==> src/rtl/dct4_stream.sv <==
// Streaming 4-point integer DCT: gathers four signed samples, applies the forward
// or inverse transform per block, and emits the four results serially.
module dct4_stream #(
  parameter int IN_W      = 8,
  parameter int INV_SHIFT = 0
) (
  input  logic                   clk,
  input  logic                   rst,
  input  logic                   s_valid,
  output logic                   s_ready,
  input  logic signed [IN_W-1:0] s_data,
  input  logic                   s_mode,
  output logic                   m_valid,
  input  logic                   m_ready,
  output logic signed [IN_W+2:0] m_data,
  output logic [1:0]             m_idx,
  output logic                   m_mode,
  output logic                   m_last
);

  localparam int OUT_W = IN_W + 3;
  localparam logic signed [OUT_W-1:0] RND = OUT_W'((1 << INV_SHIFT) >> 1);

  logic signed [IN_W-1:0]  x [4];
  logic [1:0]              g_cnt;
  logic                    g_full;
  logic                    g_mode;
  logic signed [OUT_W-1:0] bank [4];
  logic [1:0]              o_cnt;
  logic                    o_valid;
  logic                    in_hs;
  logic                    out_hs;
  logic                    xfer;
  logic signed [OUT_W-1:0] xe  [4];
  logic signed [OUT_W-1:0] fwd [4];
  logic signed [OUT_W-1:0] inv [4];
  logic signed [OUT_W-1:0] tr  [4];

  // A gathered block moves to the output bank when the bank is empty or its last beat leaves now.
  always_comb begin
    out_hs  = o_valid && m_ready;
    xfer    = g_full && (!o_valid || (out_hs && o_cnt == 2'd3));
    s_ready = !g_full || xfer;
    in_hs   = s_valid && s_ready;
  end

  assign m_valid = o_valid;
  assign m_data  = bank[o_cnt];
  assign m_idx   = o_cnt;
  assign m_last  = (o_cnt == 2'd3);

  // Three guard bits hold the worst-case magnitude of 6 * 2^(IN_W-1) in either direction.
  always_comb begin
    for (int i = 0; i < 4; i++) begin
      xe[i] = {{3{x[i][IN_W-1]}}, x[i]};
    end
    fwd[0] = xe[0] + xe[1] + xe[2] + xe[3];
    fwd[1] = (xe[0] <<< 1) + xe[1] - xe[2] - (xe[3] <<< 1);
    fwd[2] = xe[0] - xe[1] - xe[2] + xe[3];
    fwd[3] = xe[0] - (xe[1] <<< 1) + (xe[2] <<< 1) - xe[3];
    inv[0] = xe[0] + (xe[1] <<< 1) + xe[2] + xe[3];
    inv[1] = xe[0] + xe[1] - xe[2] - (xe[3] <<< 1);
    inv[2] = xe[0] - xe[1] - xe[2] + (xe[3] <<< 1);
    inv[3] = xe[0] - (xe[1] <<< 1) + xe[2] - xe[3];
    for (int i = 0; i < 4; i++) begin
      tr[i] = g_mode ? ((inv[i] + RND) >>> INV_SHIFT) : fwd[i];
    end
  end

  always_ff @(posedge clk or posedge rst) begin
    if (rst) begin
      g_cnt  <= '0;
      g_full <= 1'b0;
      g_mode <= 1'b0;
      for (int i = 0; i < 4; i++) begin
        x[i] <= '0;
      end
    end else begin
      if (in_hs) begin
        x[g_cnt] <= s_data;
        g_cnt    <= g_cnt + 2'd1;
        if (g_cnt == 2'd0) begin
          g_mode <= s_mode;
        end
      end
      if (in_hs && g_cnt == 2'd3) begin
        g_full <= 1'b1;
      end else if (xfer) begin
        g_full <= 1'b0;
      end
    end
  end

  // A transfer coinciding with the final beat restarts the bank with no idle cycle.
  always_ff @(posedge clk or posedge rst) begin
    if (rst) begin
      o_cnt   <= '0;
      o_valid <= 1'b0;
      m_mode  <= 1'b0;
      for (int i = 0; i < 4; i++) begin
        bank[i] <= '0;
      end
    end else if (xfer) begin
      o_cnt   <= '0;
      o_valid <= 1'b1;
      m_mode  <= g_mode;
      for (int i = 0; i < 4; i++) begin
        bank[i] <= tr[i];
      end
    end else if (out_hs) begin
      o_cnt <= o_cnt + 2'd1;
      if (o_cnt == 2'd3) begin
        o_valid <= 1'b0;
      end
    end
  end

endmodule

==> config.mk <==
export PLATFORM = sky130hd
export DESIGN_NAME = dct4_stream
export DESIGN_NICKNAME = d
export VERILOG_FILES = /design/src/rtl/dct4_stream.sv
export SDC_FILE = /design/constraint.sdc
export NUM_CORES = 1
export LEC_CHECK = 0
export BUFFER_PORTS_ARGS = -buffer_cell sky130_fd_sc_hd__buf_4
export CORE_UTILIZATION = 31
export DETAILED_ROUTE_END_ITERATION = 8
export MAX_ROUTING_LAYER = met4
export PLACE_DENSITY = 0.55
export SETUP_SLACK_MARGIN = 0.15
export SLEW_MARGIN = 20
export SYNTH_ARGS = -nofsm -noshare
export SYNTH_HDL_FRONTEND = slang
export SYNTH_SLANG_ARGS = --single-unit
==> constraint.sdc <==
create_clock -name clk -period 7.58 [get_ports clk]
set_input_delay 0.758 -clock clk [delete_from_list [all_inputs] [get_ports clk]]
set_output_delay 0.758 -clock clk [all_outputs]
set_load 0.02 [all_outputs]
After elaboration in Yosys (flattened, before gate mapping)
Index checks and enable logic that the tools add are counted.
{"block": "word_totals", "latch_bits": 0, "output_inout_bits": 17, "input_bits": 13, "elab_cells": 76, "mem_count": 0, "ramBits": 0, "register_bits": 84, "mem_bits_ro": 0}
{"block": "classes", "n_eq_ne": 2, "mul": 0, "n_reduce_logical": 16, "n_bitwise": 2, "muxes": 17, "add_sub_neg": 22, "n_lt_le_gt_ge": 3, "shift": 0, "n_div": 0}
{"cell": "$mux 11", "count": 6}
{"cell": "$add 10x8->11", "count": 4}
{"cell": "$bwmux 32", "count": 1}
{"cell": "$add 10x9->11", "count": 2}
{"cell": "$bmux 11 s2", "count": 1}
{"cell": "$sub 11x8->11", "count": 2}
{"cell": "$add 9x8->10", "count": 2}
{"cell": "$sub 9x8->10", "count": 2}
{"cell": "$demux 8 s2", "count": 1}
{"cell": "$add 11x8->11", "count": 1}
{"cell": "$sub 10x8->11", "count": 1}
{"cell": "$sub 10x9->11", "count": 1}
{"cell": "$sub 11x9->11", "count": 1}
{"cell": "$add 8x9->10", "count": 1}
{"cell": "$sub 8x9->10", "count": 1}
{"cell": "$add 8x8->9", "count": 1}
{"cell": "$sub 8x8->9", "count": 1}
{"cell": "$mux 8", "count": 1}
{"cell": "$ge 3x3->1 const B", "count": 2}
{"cell": "$logic_and 1x1->1", "count": 6}
{"cell": "$not 2->3", "count": 2}
{"cell": "$reduce_bool 2->1", "count": 3}
{"cell": "$mux 1", "count": 5}
{"cell": "$add 2x1->2 const B", "count": 2}
{"cell": "7 further kinds", "count": 12}

Longest topological paths before layout
Gate-level depths: netlist (run 1).
{"block": "logic_depth", "word_depth": 8, "mapped_depth": 17, "mapped_depth_nobuf": 17}

Worst setup path before layout (run 1)
OpenSTA, ideal clock, no wires.
{"block": "synth_path", "path_type": "reg2reg", "startpoint": "register x[16] (netlist bit)", "endpoint": "register bank[31] (netlist bit)", "setup_time_ns": 0.132, "path_slack_ns": 3.538, "required_time_ns": 7.448, "path_stages_with_launch": 18, "synth_period_minus_slack_ns": 4.042, "arrival_ns": 3.911, "path_cell_list": "dfrtp_1 -> ha_1 -> fa_1 -> a21o_1 -> a21oi_1 -> nor2b_1 -> o21a_1 -> or2_2 -> xnor2_1 -> fa_1 -> inv_1 -> ha_1 -> a21o_1 -> a2111oi_0 -> a21oi_1 -> xor2_1 -> a22oi_1 -> o21ai_0"}
{"block": "synth_via", "elab_chain_cells": 4, "elab_cells_between_ends": 7, "classes_between": "add/sub: 6; mux: 1"}
{"element": "from (decl)", "line_no": "24", "source": "logic signed [IN_W-1:0] x [4];"}
{"element": "from (signal, indexed assignment)", "line_no": "80", "source": "x[g_cnt] <= s_data;"}
{"element": "$add 9x8->10 / $add 8x8->9 (equally long branches)", "line_no": "58, 62"}
{"element": "$sub 10x8->11 / $sub 9x8->10 (equally long branches)", "line_no": "58, 62"}
{"element": "$sub 11x9->11 / $sub 10x9->11 (equally long branches)", "line_no": "58, 62"}
{"element": "$mux 11 *", "line_no": "66", "source": "tr[i] = g_mode ? ((inv[i] + RND) >>> INV_SHIFT) : fwd[i];"}
{"element": "to (signal, indexed assignment)", "line_no": "108", "source": "bank[i] <= tr[i];"}
{"element": "to (decl)", "line_no": "28", "source": "logic signed [OUT_W-1:0] bank [4];"}
Every way passes the cells marked *; elsewhere a longest branch is shown, timed or not.
A chain may end at the register's enable or synchronous reset.

Final worst setup path (run 1)
Ends and elaborated chain as after synthesis.

==> results of run 1 <==
-- through the flow --
stage	cell area (um^2)	instances	setup WS, ns	utilization (%)
after floorplan	9440	957	3.54	-
after global placement	10100	1361	3.26	33.9
after detailed placement	10100	1361	3.19	33.9
after CTS	10400	1375	3.19	34.9
after global routing	10400	1375	2.90	34.9
final	10400	1375	3.17	34.9
-- registers in the layout, summed over array words and instances (netlist names) --
| name | flops |
|---|---|
| m_mode | 1 |
| m_idx | 2 |
| g_mode | 1 |
| g_full | 1 |
| g_cnt | 2 |
| m_valid | 1 |
| x | 32 |
| bank | 44 |
-- cell usage after synthesis (6+ instances only) --
master / number
clkbuf_1: 9
nor3_1: 18
nor2b_1: 14
mux2_2: 36
ha_1: 107
nand2_1: 61
dfrtp_1: 84
and3_1: 7
o21a_1: 11
fa_1: 84
mux4_2: 11
mux2i_1: 8
nand3_1: 9
buf_2: 6
o21bai_1: 12
nor2_1: 51
o211ai_1: 6
a31oi_1: 7
xor2_1: 21
a211oi_1: 19
a21o_1: 22
o21ai_0: 65
xnor2_1: 39
inv_1: 113
a21oi_1: 47
-- worst min path at each step --
stage                                      end  slack, ns  cells past startpoint
after floorplan           bank[16]$_DFFE_PP0P_       0.44                      2
after global placement    bank[36]$_DFFE_PP0P_       0.46                      2
after detailed placement  bank[34]$_DFFE_PP0P_       0.47                      2
after CTS                 bank[37]$_DFFE_PP0P_       0.48                      2
after global routing      bank[16]$_DFFE_PP0P_       0.51                      2
final                     bank[14]$_DFFE_PP0P_       0.48                      2
-- critical path: stages, from the launching register on --
cell       delay (ns)
dfrtp_1          0.46
ha_1             0.27
fa_1             0.41
a21o_1           0.20
a21oi_1          0.22
nor2b_1          0.08
o21a_1           0.19
or2_2            0.28
xnor2_1          0.17
fa_1             0.49
inv_1            0.04
ha_1             0.24
a21o_1           0.22
a2111oi_0        0.44
a21oi_1          0.15
xor2_1           0.17
a22oi_1          0.15
o21ai_0          0.10
-- area by class of cell --
class | instances | area share (%)
multi-input cells | 740 | 65.6
repair buffers | 34 | 2.45
clock inverters | 5 | 0.758
flip-flops and latches | 84 | 20.2
clock buffers | 9 | 2.16
inverters | 113 | 4.09
well taps | 390 | 4.69
-- layer usage --
metal	global-route usage [%]	share of wire, %	vias up
met4	4.89	1.7	0
met3	2.09	4.1	26
met2	26.8	44	146
met5	-	0	-
met1	25.8	51	3531
li1	-	-	3402
-- cells by family (layout without fill, tap and decap cells) --
| kind of cell | count (synthesis) | in the layout |
|---|---|---|
| xor gates and xnor gates | 60 | 60 |
| and+or+nand+nor | 189 | 189 |
| AOI/OAI and AO/OA | 245 | 245 |
| DFF | 84 | 84 |
| adders and majority gates | 191 | 191 |
| buffers and inverters | 133 | 161 |
| muxes | 55 | 55 |
==> impl_metrics.ini, run 1 <==
[outcome]
status = complete, no violations

[setup_path]
critPathCaptureType = flip-flop
cp-startpoint = x[16]$_DFFE_PP0P_
r2r_start = x[16]$_DFFE_PP0P_
critPathRequiredTime_ns = 7.80
ff2ff_path_depth = 17
r2r-end = bank[31]$_DFFE_PP0P_
crit_fanout = 6
reg2reg_slack_ns = 3.17
crit_type = reg2reg
start_kind = flip-flop
arrival_ns = 4.64
crit_path_end = bank[31]$_DFFE_PP0P_

[finish]
nFillCells = 3090
layout_commonest_cell = inv_1
drive_above_1_share_pct = 11.6
ff_latch_area_um2 = 2100
areaGrowthSynthToFinish_pct = 10.2
nNetsFinal = 1186
antenna_cells = 0
layout_common_cells = 112 x inv_1, 107 x ha_1, 84 x fa_1, 84 x dfrtp_1, 65 x o21ai_0
multi_input_area_um2 = 6830

[cts]
cts_sinks = 84
numCtsBuffers = 9
path_clk_slew_ns = 0.07
cts_tree = yes
htreeDepth = 3
clk_latency_ns = 0.36
ctsResizeCount = 0
postCtsHoldBufs = 0
cts_root_buf = clkbuf_16
cts_setup_buffers = 0
clockBufferDepth = 2

[floorplan]
die_w_um = 177
die_y_um = 177
die-area_um2 = 31200
start_util_pct = 31.7
core_area_um2 = 29800
pin_count = 30
row_count = 63

[sta]
max-slew-margin-rel_pct = 32.8
fin_tns_setup_ns = 0
period_needed_ns = 4.41
rsz0062_at_grt = no
timing.fmax_ghz = 0.227
finalClockSkew_ns = 0.00826
finalHoldViolations = 0
min_period_over_period_pct = 58.2
holdWs_ns = 0.475
worst_pin_slew_ns = 1.00
finalSetupViolCount = 0
slew_viol_final = 0

[logic_synthesis]
synth.area.top_cells = dfrtp_1 22%, fa_1 18%, ha_1 14%
synthMuxAreaShare_pct = 7.77
synth_edf_count = 0
synth.largest_area_cell = dfrtp_1
synthCells = 957
synth_area_um2 = 9440
async_flop_share_pct = 100
synth_warnings = 0
yosys.area_share.simple_pct = 9.28
yosysSeqAreaShare_pct = 22.3
syn_area_per_cell_um2 = 9.86
synth_xor_area_share_pct = 5.57
synthDistinctLibCells = 65
synth_seq_cells = 84
synth-compound-area-share_pct = 17.7
synth_fp_nets = 1161
synth_top_family_by_area = adder cells
synth_top_cell_area_share_pct = 22.3
synth_fa_ha_area_share_pct = 32.0
synth-main-ff-cell = dfrtp_1

[placed_design]
hpwl_um = 21100
routabilityCongestion = 0.888
port_buffers = 29

[detailed_routing]
dr.pass1.iters = 4
drcViolationCount = 0
vias = 7105
wire_per_inst_um = 18.4
drtIter0Drc = 412
drtAntennaViolNets = 0
routed_via_density = 5.17
wirelength_um = 25400

[global_route]
grt_max_degree = 73
grt_pass1_vias = 7436
grt-ovfl-total = 0
gr-usage-all-layers_pct = 18.1
antenna_found_initial = 0
grt_pass1_wl_um = 41300

[hold_path]
min_path_type = reg2reg
worstHoldStart = bank[14]$_DFFE_PP0P_

[run]
maxCapViolCount = 0
Power of run 1 is not shown: default switching activity piles up to over one toggle a cycle in this logic, so the estimate is an artifact.
==> run 2, diff against run 1 <==
--- a/config.mk
+++ b/config.mk
@@ -9,7 +9,7 @@
 export CORE_UTILIZATION = 31
 export DETAILED_ROUTE_END_ITERATION = 8
 export MAX_ROUTING_LAYER = met4
-export PLACE_DENSITY = 0.55
+export PLACE_DENSITY = 0.56
 export SETUP_SLACK_MARGIN = 0.15
 export SLEW_MARGIN = 20
 export SYNTH_ARGS = -nofsm -noshare
==> constraint.sdc (replaced) <==
create_clock -name clk -period 3.85 [get_ports clk]
set_input_delay 0.385 -clock clk [delete_from_list [all_inputs] [get_ports clk]]
set_output_delay 0.385 -clock clk [all_outputs]
set_load 0.02 [all_outputs]
==> run 2 against run 1 <==
Compared with the run above:
- the run now ends with negative setup slack left
- sequential share of layout area down 2.3 points
- critical path depth unchanged
- final cell count up 7.3%
- register-to-register slack got worse by 3.2 ns
- hold slack worse by 0.20 ns
- routed wire length is 7.1% higher
- first-iteration DRC count increased by 7.3%
- critical path type unchanged
- critical endpoint is now bank[10]$_DFFE_PP0P_
==> impl_metrics.ini, run 2 (synthesis gave the netlist of run 1 again) <==
[outcome]
violations = negative setup slack
status = complete, but fails checks

[finish]
largest_reg_flops = 44
nFillCells = 2967
drive_above_1_share_pct = 28.9
layout_commonest_cell = buf_4
layout_common_cells = 125 x buf_4, 100 x inv_1, 90 x ha_1, 80 x dfrtp_1, 79 x fa_1
areaGrowthSynthToFinish_pct = 24.9
nNetsFinal = 1285
top_register = bank
largestRegisters = bank x44, x x32

[global_route]
grt_use_met1_pct = 26.7
grt-ovfl-total = 0
grt-busiest-layer = met2
grtUsageMet2_pct = 28.6
grt_pass1_vias = 7678
grt_pass1_wl_um = 43500
gr-usage-all-layers_pct = 18.9
antenna_found_initial = 1
grt_max_degree = 48
met3_usage_pct = 2.56

[cts]
cts_sinks = 84
htreeDepth = 3
path_clk_slew_ns = 0.07
cts_tree = yes
cts_root_buf = clkbuf_16
numCtsBuffers = 9
clockBufferDepth = 2
clk_latency_ns = 0.36

[sta]
timing.fmax_ghz = 0.257
worst_pin_slew_ns = 0.641
fin_tns_setup_ns = -0.0635
finalClockSkew_ns = 0.00957
finalSetupViolCount = 2
min_period_over_period_pct = 101
setup_slack_ns = -0.0364
finalHoldViolations = 0
slew_viol_final = 0
rsz0062_at_grt = yes
max-slew-margin-rel_pct = 57.2
period_needed_ns = 3.89

[setup_path]
start_kind = flip-flop
critical_path.max_stage_delay_ns = 0.52
ff2ff_path_depth = 17
crit_chain = inv_2 -> ha_4 -> inv_2 -> fa_2 -> a21o_1 -> a21oi_2 -> o21bai_1 -> a21o_1 -> xor2_2 -> fa_1 -> ha_4 -> a211o_1 -> o22a_1 -> o31ai_2 -> o21ai_1 -> and3_1 -> o31ai_2
critPathRequiredTime_ns = 4.12
arrival_ns = 4.15
crit_slowest_cell = fa_1
crit_fanout = 4
critPathCaptureType = flip-flop
reg2reg_slack_ns = -0.04
crit_type = reg2reg

[floorplan]
die_w_um = 177
core_area_um2 = 29800
start_util_pct = 31.7
pin_count = 30
die-area_um2 = 31200
die_y_um = 177
row_count = 63

[detailed_routing]
routed_via_density = 5.10
drtIter0Drc = 442
vias = 7524
drcViolationCount = 0
drtAntennaViolNets = 0
dr.pass1.iters = 5
wire_per_inst_um = 18.4
wirelength_um = 27100

[placed_design]
routabilityCongestion = 0.872
port_buffers = 29
hpwl_um = 22300

[run]
maxCapViolCount = 0

[hold_path]
hold_path_depth = 2
min_path_type = in2reg
run 2: final timing paths:
path	startpoint	endpoint
max	x[25]$_DFFE_PP0P_	bank[10]$_DFFE_PP0P_
min reg2reg	bank[16]$_DFFE_PP0P_	bank[16]$_DFFE_PP0P_
max in group asynchronous	rst	x[18]$_DFFE_PP0P_
min	s_mode	g_mode$_DFFE_PP0P_
max reg2reg	x[25]$_DFFE_PP0P_	bank[10]$_DFFE_PP0P_
min in group asynchronous	rst	bank[25]$_DFFE_PP0P_
run 2: worst max-delay path, delay by kind of cell (launching register included):
kind	cells	cell delay, ns
AO/OA/AOI/OAI	9	1.46
adder cells (fa/ha/maj)	4	1.24
flip-flops	1	0.45
XOR/XNOR	1	0.32
AND/OR/NAND/NOR	1	0.19
buffers and inverters	2	0.14
run 2: layer usage:
layer,part of all wire (%),vias to the layer above
met2,45,143
li1,-,3606
met4,1.6,0
met5,0,-
met1,49,3752
met3,4.3,23
run 2: layout make-up:
cell class | instances | area (um^2) | area share (%)
tap | 390 | 488 | 4.14
clock inverter | 5 | 60.1 | 0.509
inverter | 113 | 425 | 3.61
timing repair buffer | 133 | 1040 | 8.79
multi-input combinational | 740 | 7430 | 63.0
antenna | 1 | 2.50 | 0.0212
sequential | 84 | 2110 | 17.9
clock buffer | 10 | 239 | 2.03
run 2: repair_timing:
action,4_1_cts,5_1_grt
buffers inserted,7,14
pin swaps,18,54
hold buffers,1,0
hold endpoints to repair,8,0
gates resized for setup,34,85
setup endpoints to repair,15,21
run 2: metrics by stage:
step / utilization, % / worst slack [ns] / cell area (um^2) / hold slack [ns] / cells
global placement: 36.1 / 0.0311 / 10800 / 0.293 / 1438
global route: 39.6 / -0.200 / 11800 / 0.276 / 1476
CTS: 37.9 / -0.0139 / 11300 / 0.265 / 1461
detailed placement: 36.1 / -0.0807 / 10800 / 0.296 / 1438
finish: 39.6 / -0.0364 / 11800 / 0.277 / 1476
floorplan: - / 0.128 / 9530 / 0.441 / 957
Power of run 2 is left out for the same reason.
==> run 3, diff against run 2 <==
--- a/config.mk
+++ b/config.mk
@@ -11,6 +11,7 @@
 export MAX_ROUTING_LAYER = met4
 export PLACE_DENSITY = 0.56
 export SETUP_SLACK_MARGIN = 0.15
+export SKIP_LAST_GASP = 1
 export SLEW_MARGIN = 20
 export SYNTH_ARGS = -nofsm -noshare
 export SYNTH_HDL_FRONTEND = slang
==> run 3 against run 2 <==
Compared with the run above:
- the flow still finishes with violations (negative setup slack)
- cell area shrank 0.18%
- die area is the same
- final cell count is essentially flat
- clock-buffer cell count is the same
- via count shrank 0.11%
- critical path type unchanged
- largest cell class unchanged
==> impl_metrics.ini, run 3 (synthesis gave the netlist of run 1 again) <==
[outcome]
status = complete, but fails checks
violations = negative setup slack

[sta]
max-slew-margin-rel_pct = 57.0
slew_viol_final = 0
period_needed_ns = 3.91
worst_pin_slew_ns = 0.645
rsz0062_at_grt = yes
setup_slack_ns = -0.0629
finalSetupViolCount = 2
finalClockSkew_ns = 0.00972
min_period_over_period_pct = 102
finalHoldViolations = 0
timing.fmax_ghz = 0.256

[global_route]
gr-usage-all-layers_pct = 18.9
grt_pass1_vias = 7663
antenna_found_initial = 1
grt_pass1_wl_um = 43300
grt-ovfl-total = 0
grt_max_degree = 48

[floorplan]
die_y_um = 177
die-area_um2 = 31200
start_util_pct = 31.7
die_w_um = 177
core_area_um2 = 29800
row_count = 63
pin_count = 30

[finish]
layout_commonest_cell = buf_4
nNetsFinal = 1284
final_core_util_pct = 39.5
layout_common_cells = 125 x buf_4, 105 x inv_1, 95 x ha_1, 80 x dfrtp_1, 78 x fa_1
drive_above_1_share_pct = 28.0
largest_reg_flops = 44
top_register = bank
largestRegisters = bank x44, x x32
areaGrowthSynthToFinish_pct = 24.7

[placed_design]
routabilityCongestion = 0.872
hpwl_um = 22300
port_buffers = 29

[detailed_routing]
dr.pass1.iters = 5
drcViolationCount = 0
drtAntennaViolNets = 0
drtIter0Drc = 403
routed_via_density = 5.10
vias = 7516
wire_per_inst_um = 18.6
wirelength_um = 27400

[setup_path]
crit_type = reg2reg
critPathRequiredTime_ns = 4.12
start_kind = flip-flop
critPathCaptureType = flip-flop
crit_fanout = 3
arrival_ns = 4.18

[cts]
clk_latency_ns = 0.36
clockBufferDepth = 2
numCtsBuffers = 9
htreeDepth = 3
cts_tree = yes
path_clk_slew_ns = 0.07
cts_sinks = 84
cts_root_buf = clkbuf_16

[run]
maxCapViolCount = 0

[hold_path]
min_path_type = in2reg
[run 3: critical path: stages, from the launching register on]
cell      delay [ns]
dfrtp_2         0.41
buf_4           0.13
ha_4            0.14
inv_2           0.03
fa_2            0.33
a21o_1          0.17
a21oi_2         0.14
o21bai_1        0.08
a21o_1          0.20
xor2_2          0.32
fa_1            0.52
ha_4            0.25
a211o_4         0.35
o22a_1          0.21
o31ai_4         0.08
o21ai_2         0.10
and3_4          0.18
o31ai_2         0.17
[run 3: stage by stage]
stage	setup TNS [ns]	setup slack [ns]	area [um^2]	cells	hold slack [ns]
finish	-0.0998	-0.0629	11800	1475	0.269
global route	-1.05	-0.230	11800	1475	0.276
CTS	-0.0217	-0.0139	11300	1461	0.265
detailed placement	-0.162	-0.0807	10800	1438	0.296
global placement	0	0.0311	10800	1438	0.293
floorplan	0	0.128	9530	957	0.441
[run 3: layer usage]
layer  wire (um)  global-route usage (%)  vias up
met4         443                    4.35        0
met3        1040                    2.56       21
met1       13400                    26.6     3749
met2       12500                    28.5      146
met5           0                       -        -
li1            -                       -     3600
[run 3: final timing paths]
kind / start / endpoint / slack [ns] / cells past startpoint
max: x[16]$_DFFE_PP0P_ / bank[10]$_DFFE_PP0P_ / -0.06 / 17
min: s_mode / g_mode$_DFFE_PP0P_ / 0.27 / 2
max reg2reg: x[16]$_DFFE_PP0P_ / bank[10]$_DFFE_PP0P_ / -0.06 / 17
min reg2reg: bank[16]$_DFFE_PP0P_ / bank[16]$_DFFE_PP0P_ / 0.47 / 2
max in group asynchronous: rst / x[18]$_DFFE_PP0P_ / 2.48 / 4
min in group asynchronous: rst / bank[25]$_DFFE_PP0P_ / 0.47 / 3
[run 3: area by class of cell]
class	instances	area (um^2)
Antenna cell	1	2.50
Clock inverter	5	60.1
Tap cell	390	488
Timing Repair Buffer	132	1020
Clock buffer	10	239
Multi-Input combinational cell	740	7420
Sequential cell	84	2110
Inverter	113	425
Fill cell	2980	18000
[run 3: timing repair]
item                                   4_1_cts  5_1_grt
endpoints found under the hold margin        8        0
resized for setup                           29       78
pin swaps                                   15       45
cloned                                       0        0
hold buffers                                 1        0
setup buffers                                7       13
setup endpoints to repair                   15       21
Power of run 3 is left out for the same reason.
